===== src/rtl/ftc_tok_rx.sv =====
// Receiving end of the 4-phase bundled-data fetch-token channel.
// Synchronises send, captures one packet per handshake into a FIFO, and exposes the head on valid/ready.
module ftc_tok_rx #(
  parameter int DEPTH       = 4,
  parameter int SYNC_STAGES = 2
) (
  input  logic                     clk,
  input  logic                     rst,
  input  logic                     send_i,
  output logic                     ack_o,
  input  logic [15:0]              node_i,
  input  logic [11:0]              gen_i,
  input  logic [31:0]              opr0_i,
  input  logic [31:0]              opr1_i,
  input  logic                     mem_wen_i,
  input  logic [33:0]              ins_i,
  output logic                     valid_o,
  input  logic                     ready_i,
  output logic [15:0]              node_o,
  output logic [11:0]              gen_o,
  output logic [31:0]              opr0_o,
  output logic [31:0]              opr1_o,
  output logic                     mem_wen_o,
  output logic [33:0]              ins_o,
  output logic [$clog2(DEPTH):0]   count_o
);

  localparam int AW = $clog2(DEPTH);
  localparam int CW = AW + 1;

  typedef enum logic [1:0] {IDLE, CAPT, HOLD} state_e;

  typedef struct packed {
    logic [15:0] node;
    logic [11:0] gen;
    logic [31:0] opr0;
    logic [31:0] opr1;
    logic        mem_wen;
    logic [33:0] ins;
  } pkt_t;

  state_e                 state_q, state_d;
  logic                   ack_q, ack_d;
  logic                   valid_q, valid_d;
  logic [SYNC_STAGES-1:0] sync_q, sync_d;
  logic [AW-1:0]          wr_ptr_q, wr_ptr_d;
  logic [AW-1:0]          rd_ptr_q, rd_ptr_d;
  logic [CW-1:0]          count_q, count_d;
  pkt_t                   head_q, head_d;
  pkt_t                   mem [DEPTH];
  pkt_t                   pkt_in;
  logic                   send_s, pop, space, push;

  assign pkt_in = '{node: node_i, gen: gen_i, opr0: opr0_i, opr1: opr1_i,
                    mem_wen: mem_wen_i, ins: ins_i};
  assign send_s = sync_q[SYNC_STAGES-1];

  always_comb begin
    // NOTE: every variable gets a default first so no path leaves it unassigned (no latch).
    sync_d  = {sync_q[SYNC_STAGES-2:0], send_i};
    pop     = valid_q && ready_i;
    space   = (count_q < CW'(DEPTH)) || pop;
    push    = (state_q == IDLE) && send_s && space;
    state_d = state_q;
    ack_d   = ack_q;
    unique case (state_q)
      IDLE: if (push) state_d = CAPT;
      CAPT: begin
        state_d = HOLD;
        ack_d   = 1'b1;
      end
      HOLD: if (!send_s) begin
        state_d = IDLE;
        ack_d   = 1'b0;
      end
      default: begin
        state_d = IDLE;
        ack_d   = 1'b0;
      end
    endcase

    wr_ptr_d = wr_ptr_q + AW'(push);
    rd_ptr_d = rd_ptr_q + AW'(pop);
    count_d  = count_q + CW'(push) - CW'(pop);
    valid_d  = (count_d != '0);

    // The new head is the incoming packet when it lands in the slot the read pointer moves to.
    head_d = head_q;
    if (count_d != '0)
      head_d = (push && (wr_ptr_q == rd_ptr_d)) ? pkt_in : mem[rd_ptr_d];
  end

  // NOTE: sequential state uses non-blocking assignments so every flop samples pre-edge values.
  always_ff @(posedge clk or negedge rst) begin
    if (!rst) begin
      state_q  <= IDLE;
      ack_q    <= 1'b0;
      valid_q  <= 1'b0;
      sync_q   <= '0;
      wr_ptr_q <= '0;
      rd_ptr_q <= '0;
      count_q  <= '0;
      head_q   <= '0;
    end else begin
      state_q  <= state_d;
      ack_q    <= ack_d;
      valid_q  <= valid_d;
      sync_q   <= sync_d;
      wr_ptr_q <= wr_ptr_d;
      rd_ptr_q <= rd_ptr_d;
      count_q  <= count_d;
      head_q   <= head_d;
    end
  end

  // NOTE: storage is not reset; occupancy and pointers alone decide which entries are meaningful.
  always_ff @(posedge clk) begin
    if (push) mem[wr_ptr_q] <= pkt_in;
  end

  assign ack_o     = ack_q;
  assign valid_o   = valid_q;
  assign count_o   = count_q;
  assign node_o    = head_q.node;
  assign gen_o     = head_q.gen;
  assign opr0_o    = head_q.opr0;
  assign opr1_o    = head_q.opr1;
  assign mem_wen_o = head_q.mem_wen;
  assign ins_o     = head_q.ins;

endmodule

===== config.mk =====
export PLATFORM = sky130hd
export DESIGN_NAME = ftc_tok_rx
export DESIGN_NICKNAME = d
export VERILOG_FILES = /design/src/rtl/ftc_tok_rx.sv
export SDC_FILE = /design/constraint.sdc
export NUM_CORES = 1
export LEC_CHECK = 0
export BUFFER_PORTS_ARGS = -buffer_cell sky130_fd_sc_hd__buf_2
export CORE_MARGIN = 4
export CORE_UTILIZATION = 50
export DETAILED_ROUTE_END_ITERATION = 16
export PLACE_DENSITY = 0.72
export SYNTH_ARGS = -nofsm -noshare
export SYNTH_HDL_FRONTEND = slang
export SYNTH_SLANG_ARGS = --single-unit

===== constraint.sdc =====
create_clock -name clk -period 10.48 [get_ports clk]
set_clock_uncertainty 0.2 [all_clocks]
set_input_delay 2.096 -clock clk [delete_from_list [all_inputs] [get_ports clk]]
set_output_delay 2.096 -clock clk [all_outputs]
set_load 0.01 [all_outputs]

==> impl_metrics.yaml <==
pwr:
  power_density_nw_per_um2: 333.1
  ir_drop_uv: 260.7
  leakage_nw: 10.45
route:
  wl_per_cell_microns: 23.01
  firstDrtPassIters: 5
  drt_wl_total_microns: 54890
  met2_length_microns: 27490
  avgViaCountPerCell: 5.680
  drtAntennaViolNets: 0
  met3_length_microns: 4128
  route.detailed.drc: 0
  vias: 13553
  wl_met1_microns: 22120
  drt_iter0_drc: 1175
  routed.top_layer: "met5"
sta:
  hold_viol: 0
  worst_pin_slew_ns: 1.201
  timing.final.crit_share: 0.5405
  period_needed_ns: 5.664
  tns_ns: 0
  maxSlewViolCount: 0
  slew_headroom: 0.1981
  rsz0062_at_grt: "false"
  fmax_mhz: 176.5
  setup_viol: 0
  hold_ws_ns: 0.1500
clock_network:
  cts_setup_buffers: 0
  cts_hold_buf: 0
  h-tree-depth: 3
  cts_root_buf: "clkbuf_16"
  cts.sinks: 648
  clk_path_buf_depth: 3
  cts_tree: "done"
  ctsResizeCount: 0
  clk_pin_slew_worst_paths_ns: 0.06
  clock_latency_ns: 0.58
  cts_made_buffers: 67
layout:
  final_cell_mix: "edfxtp_1 (508), buf_2 (261), a21oi_1 (245), dfrtp_1 (140), nand2_1 (131)"
  final_common_cell: "edfxtp_1"
  area_delta_synth_final_pct: 16.46
  drive_above_1_share: 0.3038
  fin_nets: 1803
  fin_area_sq_um: 28660
  final_util: 0.5878
critical_path:
  cp.arrival_ns: 5.94
  ff2ff_path_depth: 13
  reg2reg_to: "node_o[0]$_DFFE_PN0P_"
  critPathCaptureType: "flop"
  cp-startpoint: "ready_i"
  reg2reg_slack_ns: 5.67
  rr_startpoint: "state_q[1]$_DFFE_PN0P_"
  crit_end: "node_o[0]$_DFFE_PN0P_"
  critPathRequiredTime_ns: 10.75
  worstSetupPathType: "input port to flop"
  start_kind: "input port"
  cp_max_fo: 128
logic_synthesis:
  synth_warnings: 0
  synthDistinctLibCells: 25
  syn_nets: 1537
  syn_area_sq_um: 24610
  ys_seq_area_frac: 0.7623
  syn_avg_cell_area_sq_um: 17.56
  syn_inst: 1401
  synth_seq_cells: 648
die:
  start_util: 0.5048
  die-area_sq_um: 52830
  fp-row-count: 81
  core_sq_um: 48750
  num_io_pins: 263
  dieHeight_microns: 229.8
  die_x_microns: 229.8
global_route:
  grt_pass1_vias: 14475
  grt_remaining_overflow: 0
  grt_antenna_before_repair: 11
  grt_max_degree: 129
  grt_usage: 0.2094
  grt_first_pass_wirelength_microns: 85220
status:
  status: "complete, no violations"
place:
  gp_congestion: 0.7629
  port_buffers: 262
  hpwl_microns: 29740
  dpl_cell_area_sq_um: 26530
run:
  max-cap-violations: 0
worst_hold_path:
  hp-class: "flop to flop"
[power by group]
part / switching (mW) / internal, mW / total, mW
clock: 0.927 / 1.36 / 2.28
combinational: 2.10 / 1.49 / 3.59
sequential: 0.252 / 3.42 / 3.67
[cell families after synthesis]
kind of cell,Yosys count,share of synthesized area
and+or+nand+nor,267,0.04154
adders and majority gates,5,0.002848
muxes,128,0.1166
xor gates and xnor gates,5,0.002898
DFF,648,0.7623
AOI/OAI and AO/OA,256,0.05380
buffers and inverters,92,0.01993
[sequential cells by signal (all words and copies together), names as in the netlist, 3 cells and up]
signal and cells:
mem 508, ins_o 34, opr0_o 32, opr1_o 32, node_o 16, gen_o 12, count_o 3
[stage by stage]
step | worst slack [ns] | power, mW | cells
finish | 4.816 | 9.546 | 2386
global route | 4.561 | 10.13 | 2386
CTS | 4.767 | 9.668 | 2382
detailed placement | 4.172 | 7.367 | 2262
global placement | 4.314 | 7.247 | 2262
floorplan | 1.885 | 6.294 | 1401
[metal layers]
| metal | track usage | vias to the layer above |
|---|---|---|
| li1 | - | 5914 |
| met1 | 0.2802 | 7027 |
| met2 | 0.3481 | 505 |
| met3 | 0.05352 | 93 |
| met4 | 0.05577 | 14 |
| met5 | 0 | - |
[cell type report]
type	instances	area, sq um
repair buffers	281	1473
multi-input cells	661	5431
diodes	4	10.01
fillers	3626	20090
well taps	664	830.8
flip-flops and latches	648	18760
clock buffers	97	1934
clock inverters	23	186.4
inverters	8	32.53
[worst min-delay path by stage]
stage | startpoint | to | slack, ns | depth (start not counted)
after global placement | sync_q[0]$_DFF_PN0_ | sync_q[1]$_DFF_PN0_ | 0.13 | 0
after detailed placement | sync_q[0]$_DFF_PN0_ | sync_q[1]$_DFF_PN0_ | 0.14 | 0
after floorplan | sync_q[0]$_DFF_PN0_ | sync_q[1]$_DFF_PN0_ | 0.13 | 0
final | sync_q[0]$_DFF_PN0_ | sync_q[1]$_DFF_PN0_ | 0.15 | 0
after global routing | sync_q[0]$_DFF_PN0_ | sync_q[1]$_DFF_PN0_ | 0.16 | 0
after CTS | sync_q[0]$_DFF_PN0_ | sync_q[1]$_DFF_PN0_ | 0.15 | 0
[worst max-delay path, cell delays in order]
cell and delay (ns):
buf_2 0.09, a21bo_2 0.14, nand2_1 0.17, ha_1 0.35, inv_1 0.05, ha_1 0.19
fa_1 0.40, xnor3_1 0.25, nor3_2 0.06, buf_12 0.27, inv_4 0.69, buf_4 0.80
nor2_1 0.08, a21oi_1 0.20
[cells in the mapped netlist, drive strengths merged]
master  count  area (sq um)
nor2      129         484.2
nor3        2         10.01
buf        70         407.9
nand4       1         6.260
mux4      127          2860
inv         8         30.03
nand2     131         491.7
xnor3       2         45.04
xnor2       1         8.760
a21bo       1         10.01
clkbuf     14         52.55
dfrtp     140          3503
edfxtp    508         15250
xor2        2         17.52
and4        1         8.760
fa          1         20.02
mux2i       1         10.01
a21oi     255          1314
ha          4         50.05
nor3b       2         15.01
and3        1         6.260
Power figures use the tool's default switching activity.
